==> src/rtl/zoom_pkg.sv <==
// zoom_pkg: mode/state encodings and per-mode beat counts for the zoom engine
package zoom_pkg;
    typedef enum logic [1:0] {
        MODE_COPY = 2'b00,
        MODE_REPL = 2'b01,
        MODE_AVG  = 2'b10,
        MODE_DEC  = 2'b11
    } mode_e;
    typedef enum logic [2:0] {S_IDLE, S_RD, S_CAP, S_WR, S_DONE} state_e;
    localparam int CPG_COPY = 3;
    localparam int CPG_REPL = 6;
    localparam int CPG_DEC  = 3;
    localparam int CPG_AVG  = 6;
`ifdef AVERAGE_MODE_EN
    localparam bit AVG_EN = 1'b1;
`else
    localparam bit AVG_EN = 1'b0;
`endif
    // Each group spends one CAP cycle plus RD and WR beats; index of the last beat.
    function automatic logic [1:0] rd_last(mode_e m);
        return m == MODE_AVG ? 2'(CPG_AVG - 3) : 2'd0;
    endfunction
    function automatic logic [1:0] wr_last(mode_e m);
        return m == MODE_REPL ? 2'(CPG_REPL - 3) : m == MODE_COPY ? 2'(CPG_COPY - 3) : 2'(CPG_DEC - 3);
    endfunction
endpackage

==> src/rtl/zoom_addr_gen.sv <==
// zoom_addr_gen: raster row/col counters and source/destination address decode
//   clock_i, reset_i  : clock, sync active-high reset
//   clr_i, step_i     : restart at pixel 0 / advance one raster position
//   mode_i, sub_i     : latched mode and beat index within the current group
//   last_o            : counters sit on the final position of the iterated grid
//   src_addr_o, dst_addr_o : decoded memory addresses
module zoom_addr_gen
    import zoom_pkg::*;
#(
    parameter int SRC_WIDTH  = 160,
    parameter int SRC_HEIGHT = 120,
    parameter int ADDR_W     = 17
) (
    input  logic              clock_i,
    input  logic              reset_i,
    input  logic              clr_i,
    input  logic              step_i,
    input  mode_e             mode_i,
    input  logic [1:0]        sub_i,
    output logic              last_o,
    output logic [ADDR_W-1:0] src_addr_o,
    output logic [ADDR_W-1:0] dst_addr_o
);
    localparam logic [ADDR_W-1:0] W = ADDR_W'(SRC_WIDTH);
    localparam logic [ADDR_W-1:0] H = ADDR_W'(SRC_HEIGHT);
    logic              full, col_end;
    logic [ADDR_W-1:0] row_q, col_q, row_d, col_d, cols, rows, r2, c2;
    always_comb begin
        full       = mode_i == MODE_COPY || mode_i == MODE_REPL;
        cols       = full ? W : W >> 1;
        rows       = full ? H : H >> 1;
        col_end    = col_q == cols - 1'b1;
        last_o     = col_end && row_q == rows - 1'b1;
        col_d      = clr_i ? '0 : step_i ? (col_end ? '0 : col_q + 1'b1) : col_q;
        row_d      = clr_i ? '0 : step_i && col_end ? row_q + 1'b1 : row_q;
        r2         = (row_q << 1) + ADDR_W'(sub_i[1]);
        c2         = (col_q << 1) + ADDR_W'(sub_i[0]);
        src_addr_o = full ? row_q * W + col_q : r2 * W + c2;
        dst_addr_o = mode_i == MODE_COPY ? row_q * W + col_q :
                     mode_i == MODE_REPL ? r2 * (W << 1) + c2 : row_q * (W >> 1) + col_q;
    end
    always_ff @(posedge clock_i) begin
        row_q <= reset_i ? '0 : row_d;
        col_q <= reset_i ? '0 : col_d;
    end
endmodule

==> src/rtl/zoom_controller.sv <==
// zoom_controller: memory-backed copy/replicate/decimate/average frame scaler
//   clock_i, reset_i        : clock, sync active-high reset
//   start_i, mode_i         : command strobe and operation, sampled in IDLE
//   busy_o, done_o, err_o   : status; err_o pulses with done_o for an unsupported mode
//   src_rd_en_o/addr_o, src_rd_data_i     : source RAM port, read latency 1
//   dst_wr_en_o/addr_o/data_o             : destination RAM write port
//   AVERAGE_MODE_EN : builds the 2x2 block average for mode 10; otherwise mode 10 is rejected
module zoom_controller
    import zoom_pkg::*;
#(
    parameter int SRC_WIDTH  = 160,
    parameter int SRC_HEIGHT = 120,
    parameter int ADDR_W     = 17,
    parameter int DATA_W     = 8
) (
    input  logic              clock_i,
    input  logic              reset_i,
    input  logic              start_i,
    input  logic [1:0]        mode_i,
    output logic              busy_o,
    output logic              done_o,
    output logic              err_o,
    output logic              src_rd_en_o,
    output logic [ADDR_W-1:0] src_rd_addr_o,
    input  logic [DATA_W-1:0] src_rd_data_i,
    output logic              dst_wr_en_o,
    output logic [ADDR_W-1:0] dst_wr_addr_o,
    output logic [DATA_W-1:0] dst_wr_data_o
);
    state_e            state_q;
    mode_e             mode_q;
    logic [1:0]        sub_q;
    logic              bad_q, last_px, accept, mode_ok, rd_done, wr_done, step;
    logic [DATA_W-1:0] cap_q;
    assign accept  = state_q == S_IDLE && start_i;
    assign mode_ok = AVG_EN || mode_i != MODE_AVG;
    assign rd_done = sub_q == rd_last(mode_q);
    assign wr_done = sub_q == wr_last(mode_q);
    assign step    = state_q == S_WR && wr_done && !last_px;
    zoom_addr_gen #(
        .SRC_WIDTH (SRC_WIDTH),
        .SRC_HEIGHT(SRC_HEIGHT),
        .ADDR_W    (ADDR_W)
    ) u_addr (
        .clock_i   (clock_i),
        .reset_i   (reset_i),
        .clr_i     (accept),
        .step_i    (step),
        .mode_i    (mode_q),
        .sub_i     (sub_q),
        .last_o    (last_px),
        .src_addr_o(src_rd_addr_o),
        .dst_addr_o(dst_wr_addr_o)
    );
    always_ff @(posedge clock_i) begin
        if (reset_i) begin
            state_q <= S_IDLE;
            mode_q  <= MODE_COPY;
            sub_q   <= 2'd0;
            bad_q   <= 1'b0;
            cap_q   <= '0;
        end else begin
            case (state_q)
                S_IDLE: if (start_i) begin
                    mode_q  <= mode_e'(mode_i);
                    bad_q   <= !mode_ok;
                    sub_q   <= 2'd0;
                    state_q <= mode_ok ? S_RD : S_DONE;
                end
                S_RD: begin
                    sub_q   <= rd_done ? 2'd0 : sub_q + 2'd1;
                    state_q <= rd_done ? S_CAP : S_RD;
                end
                S_CAP: begin
                    cap_q   <= src_rd_data_i;
                    state_q <= S_WR;
                end
                S_WR: begin
                    sub_q   <= wr_done ? 2'd0 : sub_q + 2'd1;
                    state_q <= !wr_done ? S_WR : last_px ? S_DONE : S_RD;
                end
                default: state_q <= S_IDLE;
            endcase
        end
    end
`ifdef AVERAGE_MODE_EN
    logic [DATA_W+1:0] acc_q;
    // Data for RD beat n arrives during beat n+1; the fourth datum lands in CAP.
    always_ff @(posedge clock_i) begin
        if (reset_i || (accept && mode_ok) || step)
            acc_q <= '0;
        else if (mode_q == MODE_AVG && ((state_q == S_RD && sub_q != 2'd0) || state_q == S_CAP))
            acc_q <= acc_q + {2'b00, src_rd_data_i};
    end
    assign dst_wr_data_o = mode_q == MODE_AVG ? acc_q[DATA_W+1:2] : cap_q;
`else
    assign dst_wr_data_o = cap_q;
`endif
    assign busy_o      = state_q != S_IDLE;
    assign done_o      = state_q == S_DONE;
    assign err_o       = done_o && bad_q;
    assign src_rd_en_o = state_q == S_RD;
    // A write in progress is suppressed in the very cycle reset is raised.
    assign dst_wr_en_o = state_q == S_WR && !reset_i;
endmodule

==> config.mk <==
export PLATFORM = sky130hd
export DESIGN_NAME = zoom_controller
export DESIGN_NICKNAME = d
export VERILOG_FILES = /design/src/rtl/zoom_pkg.sv /design/src/rtl/zoom_addr_gen.sv /design/src/rtl/zoom_controller.sv
export SDC_FILE = /design/constraint.sdc
export NUM_CORES = 1
export LEC_CHECK = 0
export BUFFER_PORTS_ARGS = -buffer_cell sky130_fd_sc_hd__buf_4
export CORE_UTILIZATION = 25
export DETAILED_ROUTE_END_ITERATION = 16
export GPL_TIMING_DRIVEN = 0
export PLACE_DENSITY = 0.43
export SLEW_MARGIN = 20
export SYNTH_ARGS = -nofsm -noshare
export SYNTH_HDL_FRONTEND = slang
export SYNTH_SLANG_ARGS = --single-unit
export TNS_END_PERCENT = 50
==> constraint.sdc <==
create_clock -name clock_i -period 7.65 [get_ports clock_i]
set_input_delay 0.3825 -clock clock_i [delete_from_list [all_inputs] [get_ports clock_i]]
set_output_delay 0.3825 -clock clock_i [all_outputs]
set_load 0.01 [all_outputs]
==> metrics, run 1 <==
cell area after synthesis=5510 um^2; Clock Latency Late Sink=0.31 ns; placed instance area=6290 um^2; logic gate share of total power=19.4%; WS Path Type=flop to primary output; Hold WS=0.312 ns; DRC errors left=0; Area growth syn-to-layout=17.2%; RSZ-0062 raised after global routing=false; Clock power frac=37.8%; port buffer count=58; Post-Synthesis Cells=697; min-delay src=src_rd_data_i[5]; syn nets=785; row cnt=53; most common cell after layout, fill and taps aside=nor2_1; Final Slew Violations=0; library cells used by synthesis=64; per-cell routed wire length=16.1 um; # nets final=850; WP buf/inv=1; # diodes=0; Crit path top cell by count=ha_1; half-perimeter wire length after placement=13.2 mm; Starting Density=25.9%; period utilization=62.3%; Final ANT Viol Nets=0; CTS Sinks=50; final hold violation count=0; run status=completed; Post-synth ARST share=0%; Vias=5042; RePlAce Congestion=0.808; critical path, cell by cell=ha_1, ha_1, fa_1, a21o_1, a21oi_1, xnor2_1, ha_1, a21oi_1, nor2b_1, a311o_1, o31ai_1, xnor2_1, mux2i_1, buf_4; Die Wd=150 um; initial antenna violation count=1; CTS H-tree depth=2; ys flop type=dfxtp_1; top post-synthesis cells by area=dfxtp_1, ha_1, xnor2_1; post-place setup slack=3.16 ns; crit path capture type=primary output; Switching Share=30.6%; syn avg cell area=7.90 um^2; CP max FO=8; CTS tree=built; vias in the first global route=4842; final wirelength=16.7 mm; CTS Buf Count=5; PnR worst setup slack=2.88 ns; clock skew=0.0139 ns; # Post-CTS Setup Buffers=0; crit path DAT=4.39 ns; pwr dens=98.7 nW/um^2; root buffer cell=clkbuf_16; Slew @ Worst Pin=0.916 ns; grt ovf=0; CP top delay family=adder cells; HP Class=input pin to flop; maxcap violations=0; die height=150 um; Sequential Power Share=42.8%; maximum buffer depth of the clock tree=2; GRT Total Usage=15.2%; share of cells above drive strength 1=12.8%; setup_tns=0 ns; VDD IR max=0.0000660 V; Fmax achieved=0.210 GHz; Critical R2R Launch=mode_q[1]; share of the yosys chip area belonging to registers=18.2%; top cell type's share of synthesized area=18.2%; P_leak=2.91 nW; largest stage delay on the critical path=0.58 ns; first-pass GRT wire length=26.8 mm; post-route cell area=6450 um^2; relative slew slack=38.9%; synthesis-stage register bit count=50; DIE AREA=22600 um^2; DR vias/cell=4.86; critical path's slowest cell=dfxtp_1; P_int=0.442 mW; EDFF count, synth=0; largest net degree at the start of global routing=19; Hold Buf Count CTS=0; commonest cells after routing, fill and taps aside=nor2_1, ha_1, buf_4; Final Setup Violations=0; Synth Warn #=0; Core Box Area=21300 um^2; WP data required=7.27 ns; post-CTS sizing=0; Clk pin slew, worst setup/hold paths=0.08 ns; Critical path origin=u_addr.row_q[0]; post-route minimum period=4.77 ns; Sw Pwr=0.195 mW; Synth area leader=dfxtp_1; boundary pin count=60; length of the first detailed-routing pass in iterations=4; 1st-iter DRT viols=252; Setup crit start kind=flop
[logic make-up (layout without fill, tap and decap cells)]
family	count (synthesis)	after routing	share of synthesized area, %
AOI/OAI and AO/OA	156	156	17.8
xor gates and xnor gates	85	85	13.8
adders and majority gates	76	76	18.0
buffers and inverters	52	118	4.07
DFF	50	50	18.2
muxes	30	30	5.75
and+or+nand+nor	248	248	22.4
[final cells by class]
type | count | area (um^2)
multi-input combinational | 595 | 4290
tap | 275 | 344
fill | 2317 | 14800
timing repair buffer | 58 | 435
clock buffer | 5 | 125
sequential | 50 | 1000
inverter | 24 | 90.1
buffer | 28 | 134
clock inverter | 3 | 28.8
[worst paths after layout]
| check | end | slack (ns) | cells past startpoint |
|---|---|---|---|
| max | src_rd_addr_o[16] | 2.88 | 14 |
| min | dst_wr_data_o[5] | 0.31 | 3 |
| max reg2reg | u_addr.col_q[15] | 4.60 | 7 |
| min reg2reg | bad_q | 0.50 | 2 |
[stage by stage]
| step | total power, mW | util, % | instances |
|---|---|---|---|
| final | 0.637 | 30.3 | 1038 |
| after global routing | 0.675 | 30.3 | 1038 |
| after CTS | 0.649 | 30.3 | 1038 |
| after detailed placement | 0.403 | 29.5 | 1030 |
| after global placement | 0.405 | 29.5 | 1030 |
| after floorplan | 0.353 | - | 697 |
[cell usage after synthesis, drive strengths merged (3+ instances only)]
cell type / instances
nor4: 11
xnor2: 53
mux2: 13
fa: 6
nand2b: 11
o31ai: 3
a21oi: 46
nand4: 5
buf: 7
nor2b: 12
a211oi: 5
o21ai: 39
nor3b: 5
a31oi: 6
mux2i: 17
o22ai: 3
xor2: 31
nand2: 53
a211o: 4
a21o: 15
and3: 13
nor3: 13
dfxtp: 50
o41ai: 3
or3: 7
clkbuf: 21
or2: 4
o21a: 10
inv: 23
nor2: 83
nand3: 19
and2: 6
ha: 69
[power groups by stage]
stage | Sequential [mW] | Combinational (mW) | Clock, mW
after detailed placement | 0.279 | 0.125 | 0
after floorplan | 0.279 | 0.0740 | 0
after global routing | 0.274 | 0.137 | 0.264
after CTS | 0.273 | 0.125 | 0.251
after global placement | 0.278 | 0.126 | 0
final | 0.272 | 0.124 | 0.241
[metal layers]
metal | share of wire (%) | global-route usage [%] | vias up
li1 | - | - | 2613
met1 | 53 | 22.4 | 2346
met2 | 44 | 23.6 | 77
met3 | 2.8 | 2.09 | 6
met4 | 0.71 | 2.53 | 0
met5 | 0 | 0 | -
[sequential cells by signal, summed over array words and instances (netlist names)]
name,flops
bad_q,1
dst_wr_data_o,8
mode_q,2
state_q,3
sub_q,2
u_addr.col_q,17
u_addr.row_q,17
[worst reg2reg max path: stages (launching register included)]
cell      delay (ns)
dfxtp_1         0.46
clkbuf_1        0.60
a31oi_1         0.38
nor4_2          0.81
or2_2           0.22
buf_2           0.18
buf_4           0.22
nor2_1          0.08
(Power assumes the default switching activity.)
==> run 2, diff against run 1 <==
--- a/config.mk
+++ b/config.mk
@@ -5,11 +5,12 @@
 export SDC_FILE = /design/constraint.sdc
 export NUM_CORES = 1
 export LEC_CHECK = 0
+export ABC_AREA = 1
 export BUFFER_PORTS_ARGS = -buffer_cell sky130_fd_sc_hd__buf_4
 export CORE_UTILIZATION = 25
 export DETAILED_ROUTE_END_ITERATION = 16
 export GPL_TIMING_DRIVEN = 0
-export PLACE_DENSITY = 0.43
+export PLACE_DENSITY = 0.44
 export SLEW_MARGIN = 20
 export SYNTH_ARGS = -nofsm -noshare
 export SYNTH_HDL_FRONTEND = slang
==> constraint.sdc (replaced) <==
create_clock -name clock_i -period 3.9 [get_ports clock_i]
set_input_delay 0.195 -clock clock_i [delete_from_list [all_inputs] [get_ports clock_i]]
set_output_delay 0.195 -clock clock_i [all_outputs]
set_load 0.01 [all_outputs]
==> metrics, run 2 <==
Fillers=2783; cell area after synthesis=6250 um^2; RePlAce Congestion=0.901; CTS H-tree depth=2; top cell type's share of synthesized area=16.0%; post-place setup slack=-0.254 ns; ys flop type=dfxtp_1; Starting Density=25.6%; # nets final=1201; placed instance area=7100 um^2; Setup crit start kind=flop; maxcap violations=0; 1st-iter DRT viols=481; row cnt=57; pwr dens=172 nW/um^2; crit path capture type=primary output; VDD IR max=0.000151 V; Core Box Area=24400 um^2; WS Path Type=flop to primary output; capturing point of the worst reg2reg path=u_addr.row_q[7]; crit path DAT=3.53 ns; Slew @ Worst Pin=0.865 ns; GRT Total Usage=17.9%; per-cell routed wire length=16.1 um; HP Class=input pin to flop; R2R setup slack=1.68 ns; boundary pin count=60; share of the yosys chip area belonging to registers=16.0%; CTS tree=built; Synth area leader=dfxtp_1; most frequent cell after synthesis=nand2_1; Post-synth ARST share=0%; die height=160 um; r2r worst-path depth=12; first-pass GRT wire length=36.4 mm; CTS Buf Count=5; synthesis-stage register bit count=50; Final ANT Viol Nets=0; most common cell after layout, fill and taps aside=nand2_1; half-perimeter wire length after placement=18.8 mm; PnR worst setup slack=0.175 ns; CP max FO=7; post-route minimum period=3.72 ns; grt ovf=0; Hold WS=0.0717 ns; port buffer count=59; EDFF count, synth=0; Post-Synthesis Cells=1043; Critical R2R Launch=u_addr.col_q[0]; maximum buffer depth of the clock tree=2; root buffer cell=clkbuf_16; relative slew slack=42.3%; Layout Cells excl Fill=1438; # diodes=0; CTS Sinks=50; length of the first detailed-routing pass in iterations=5; post-route cell area=7600 um^2; largest net degree at the start of global routing=17; clock skew=0.0112 ns; top post-synthesis cells by area=dfxtp_1, nand2_1, ha_1; final hold violation count=0; period utilization=95.5%; Clk pin slew, worst setup/hold paths=0.07 ns; Die Wd=160 um; Clock Latency Late Sink=0.30 ns; Area growth syn-to-layout=21.6%; Final Slew Violations=0; run status=completed; syn nets=1131; library cells used by synthesis=40; commonest cells after routing, fill and taps aside=nand2_1, nand3_1, inv_1; commonest cells in the netlist=nand2_1, nand3_1, inv_1; DR vias/cell=4.83; DP Cell Count=1426; share of cells above drive strength 1=13.8%; DRC errors left=0; Synth Warn #=0; Final Power=1.31 mW; syn avg cell area=5.99 um^2; Final Setup Violations=0; initial antenna violation count=0; WP data required=3.70 ns; P_leak=3.45 nW; Fmax achieved=0.268 GHz; Worst Setup EP=dst_wr_addr_o[16]; final wirelength=23.1 mm; Critical path origin=u_addr.row_q[1]; vias in the first global route=6649; DIE AREA=25600 um^2; Vias=6952
-- run 2: logic make-up after synthesis --
family                     Yosys count  share of synthesized area, %
AOI/OAI and AO/OA                  177                          15.2
xor gates and xnor gates            42                          5.88
DFF                                 50                          16.0
adders and majority gates           75                          15.7
buffers and inverters              146                          9.11
and+or+nand+nor                    553                          38.1
-- run 2: report_power, final --
| part | leakage, nW | internal (mW) | switching [mW] |
|---|---|---|---|
| clock network | 0.0735 | 0.258 | 0.207 |
| logic | 2.97 | 0.0888 | 0.211 |
| registers | 0.410 | 0.526 | 0.0175 |
-- run 2: layout make-up --
type / instances / area, um^2 / area share (%)
clock inverters: 2 / 16.3 / 0.214
well taps: 324 / 405 / 5.33
flip-flops and latches: 50 / 1020 / 13.5
multi-input cells: 847 / 4970 / 65.4
plain buffers: 20 / 96.3 / 1.27
inverters: 124 / 465 / 6.12
repair buffers: 65 / 488 / 6.42
clock buffers: 6 / 139 / 1.83
-- run 2: worst min path at each step --
stage / startpoint / endpoint / slack (ns) / cells past startpoint
after global routing: reset_i / dst_wr_data_o[0] / 0.07 / 2
final: reset_i / dst_wr_data_o[0] / 0.07 / 2
after detailed placement: reset_i / dst_wr_data_o[0] / 0.38 / 2
after global placement: reset_i / dst_wr_data_o[0] / 0.37 / 2
after CTS: reset_i / dst_wr_data_o[0] / 0.07 / 2
after floorplan: reset_i / dst_wr_data_o[0] / 0.26 / 1
-- run 2: timing repair --
| item | in CTS | in global routing |
|---|---|---|
| endpoints found under the setup margin | 11 | 10 |
| resized for setup | 31 | 36 |
| hold buffers | 0 | 0 |
| pin swaps | 3 | 7 |
| setup buffers | 4 | 2 |
-- run 2: stage by stage --
| stage | utilization [%] | setup TNS, ns |
|---|---|---|
| after detailed placement | 29.1 | -0.439 |
| final | 31.2 | 0 |
| after CTS | 30.4 | 0 |
| after global placement | 29.1 | -0.427 |
| after global routing | 31.2 | -0.00829 |
| after floorplan | - | 0 |
-- run 2: metal layers --
layer	global-route usage (%)	up-vias	share of wire, %
li1	-	3598	-
met1	25.6	3200	51
met2	28.9	122	45
met3	0.987	32	2.5
met4	4.98	0	2.0
met5	0	-	0
-- run 2: worst max-delay path: stages (launching register included) --
cell and delay, ns:
dfxtp_4 0.39, ha_4 0.30, ha_4 0.15, inv_1 0.06
fa_2 0.40, inv_1 0.07, nand3_1 0.08, nand2_2 0.11
a21oi_1 0.11, xor2_2 0.18, buf_4 0.17, ha_4 0.29
nand2_1 0.09, nor2_2 0.14, nand3_1 0.10, nand3_2 0.11
nand3_1 0.09, nand3_2 0.11, nand3_2 0.12, buf_4 0.16
==> run 3, diff against run 2 <==
--- a/config.mk
+++ b/config.mk
@@ -10,7 +10,7 @@
 export CORE_UTILIZATION = 25
 export DETAILED_ROUTE_END_ITERATION = 16
 export GPL_TIMING_DRIVEN = 0
-export PLACE_DENSITY = 0.44
+export PLACE_DENSITY = 0.42
 export SLEW_MARGIN = 20
 export SYNTH_ARGS = -nofsm -noshare
 export SYNTH_HDL_FRONTEND = slang
==> constraint.sdc (replaced) <==
create_clock -name clock_i -period 4.3 [get_ports clock_i]
set_input_delay 0.215 -clock clock_i [delete_from_list [all_inputs] [get_ports clock_i]]
set_output_delay 0.215 -clock clock_i [all_outputs]
set_load 0.01 [all_outputs]
==> metrics, run 3 (synthesized netlist as in run 2, its figures left out) <==
storage element area=1010 um^2; die height=160 um; grt ovf=0; Multi-input gate area=4750 um^2; port buffer count=59; post-route minimum period=4.03 ns; most common cell after layout, fill and taps aside=nand2_1; crit path DAT=3.82 ns; CTS Sinks=50; Area growth syn-to-layout=18.0%; RSZ-0062 raised after global routing=false; initial antenna violation count=0; WP data required=4.09 ns; DR vias/cell=4.82; vias in the first global route=6403; Final ANT Viol Nets=0; critical path's slowest cell=ha_1; Slew @ Worst Pin=0.929 ns; period utilization=93.7%; Final Setup Violations=0; CP max FO=8; run status=completed; CTS Buf Count=5; R2R setup slack=2.06 ns; P_leak=3.46 nW; root buffer cell=clkbuf_16; clock skew=0.0110 ns; Fmax achieved=0.248 GHz; largest net degree at the start of global routing=16; # diodes=0; HP Class=input pin to flop; critical path, cell by cell=ha_1, ha_1, nand2_1, o21ai_0, xor2_1, ha_1, a21oi_1, o21ai_0, inv_1, nand2_1, or2_2, nand3_1, o21ai_0, buf_4; relative slew slack=38.1%; setup_tns=0 ns; Final Slew Violations=0; boundary pin count=60; pwr dens=178 nW/um^2; CTS tree=built; Layout Cells excl Fill=1434; Die Wd=160 um; maxcap violations=0; DP Cell Count=1426; Clock Latency Late Sink=0.31 ns; length of the first detailed-routing pass in iterations=5; RePlAce Congestion=0.878; PnR worst setup slack=0.270 ns; Fillers=2782; crit path capture type=primary output; half-perimeter wire length after placement=19.0 mm; Core Box Area=24400 um^2; DIE AREA=25600 um^2; post-place setup slack=0.196 ns; VDD IR max=0.000138 V; Vias=6918; final hold violation count=0; Final Power=1.31 mW; Starting Density=25.6%; commonest cells after routing, fill and taps aside=nand2_1, nand3_1, inv_1; 1st-iter DRT viols=404; WS Path Type=flop to primary output; largest stage delay on the critical path=0.44 ns; row cnt=57; Setup crit start kind=flop; Clk pin slew, worst setup/hold paths=0.07 ns; final wirelength=23.2 mm; CTS H-tree depth=2; first-pass GRT wire length=36.3 mm; per-cell routed wire length=16.2 um; share of cells above drive strength 1=9.73%; DRC errors left=0; GRT Total Usage=18.2%; # nets final=1197; maximum buffer depth of the clock tree=2
[run 3: changes by cell type in the layout (fill, tap and decap cells not counted), moves of 4 or more]
cell,before,now
a21oi_1,86,91
a21oi_2,5,0
buf_4,68,64
dfxtp_1,40,46
dfxtp_4,4,0
ha_1,56,67
ha_4,10,2
nand2_1,262,266
nand3_1,126,131
nand3_2,6,1
xor2_1,24,28
xor2_2,5,1
[run 3: report_power, final]
part / internal, mW / switching (mW)
Sequential: 0.480 / 0.0164
Combinational: 0.0805 / 0.196
Clock: 0.350 / 0.191
[run 3: what timing repair did]
item,in CTS,in global routing
gates resized for setup,3,8
setup buffers,0,2
hold endpoints to repair,0,0
hold buffers,0,0
pin swaps,0,0
endpoints found under the setup margin,1,9
[run 3: per-stage QoR]
stage,utilization [%],hold slack [ns],cell area (um^2)
after global placement,29.1,0.393,7100
after CTS,30.0,0.0679,7310
after floorplan,-,0.284,6250
after global routing,30.2,0.0797,7380
after detailed placement,29.1,0.394,7100
final,30.2,0.0774,7380
[run 3: per-layer routing]
metal	vias to the layer above	wire length [um]	GRT usage [%]
li1	3608	-	-
met1	3133	11700	26.2
met2	152	10200	28.7
met3	25	889	1.61
met4	0	464	4.94
met5	-	0	0
[run 3: worst paths after layout]
| kind | from | end | cells past startpoint |
|---|---|---|---|
| setup / recovery | u_addr.row_q[3] | src_rd_addr_o[12] | 14 |
| hold / removal | reset_i | dst_wr_data_o[0] | 2 |
| setup reg to reg | u_addr.col_q[0] | u_addr.row_q[12] | 8 |
| hold reg to reg | u_addr.row_q[14] | u_addr.row_q[14] | 2 |
[run 3: final cells by class]
type / count / area share [%]
plain buffers: 20 / 1.31
repair buffers: 61 / 6.21
clock inverters: 2 / 0.814
multi-input cells: 847 / 64.3
well taps: 324 / 5.50
flip-flops and latches: 50 / 13.6
inverters: 124 / 6.31
clock buffers: 6 / 1.88
[run 3: worst max-delay path, delay by kind of cell, from the launching register on]
kind	cells	cell delay, ns
flip-flops	1	0.43
XOR/XNOR	1	0.35
buffers and inverters	2	0.24
AND/OR/NAND/NOR	4	0.56
adder cells (fa/ha/maj)	3	1.06
AO/OA/AOI/OAI	4	0.85
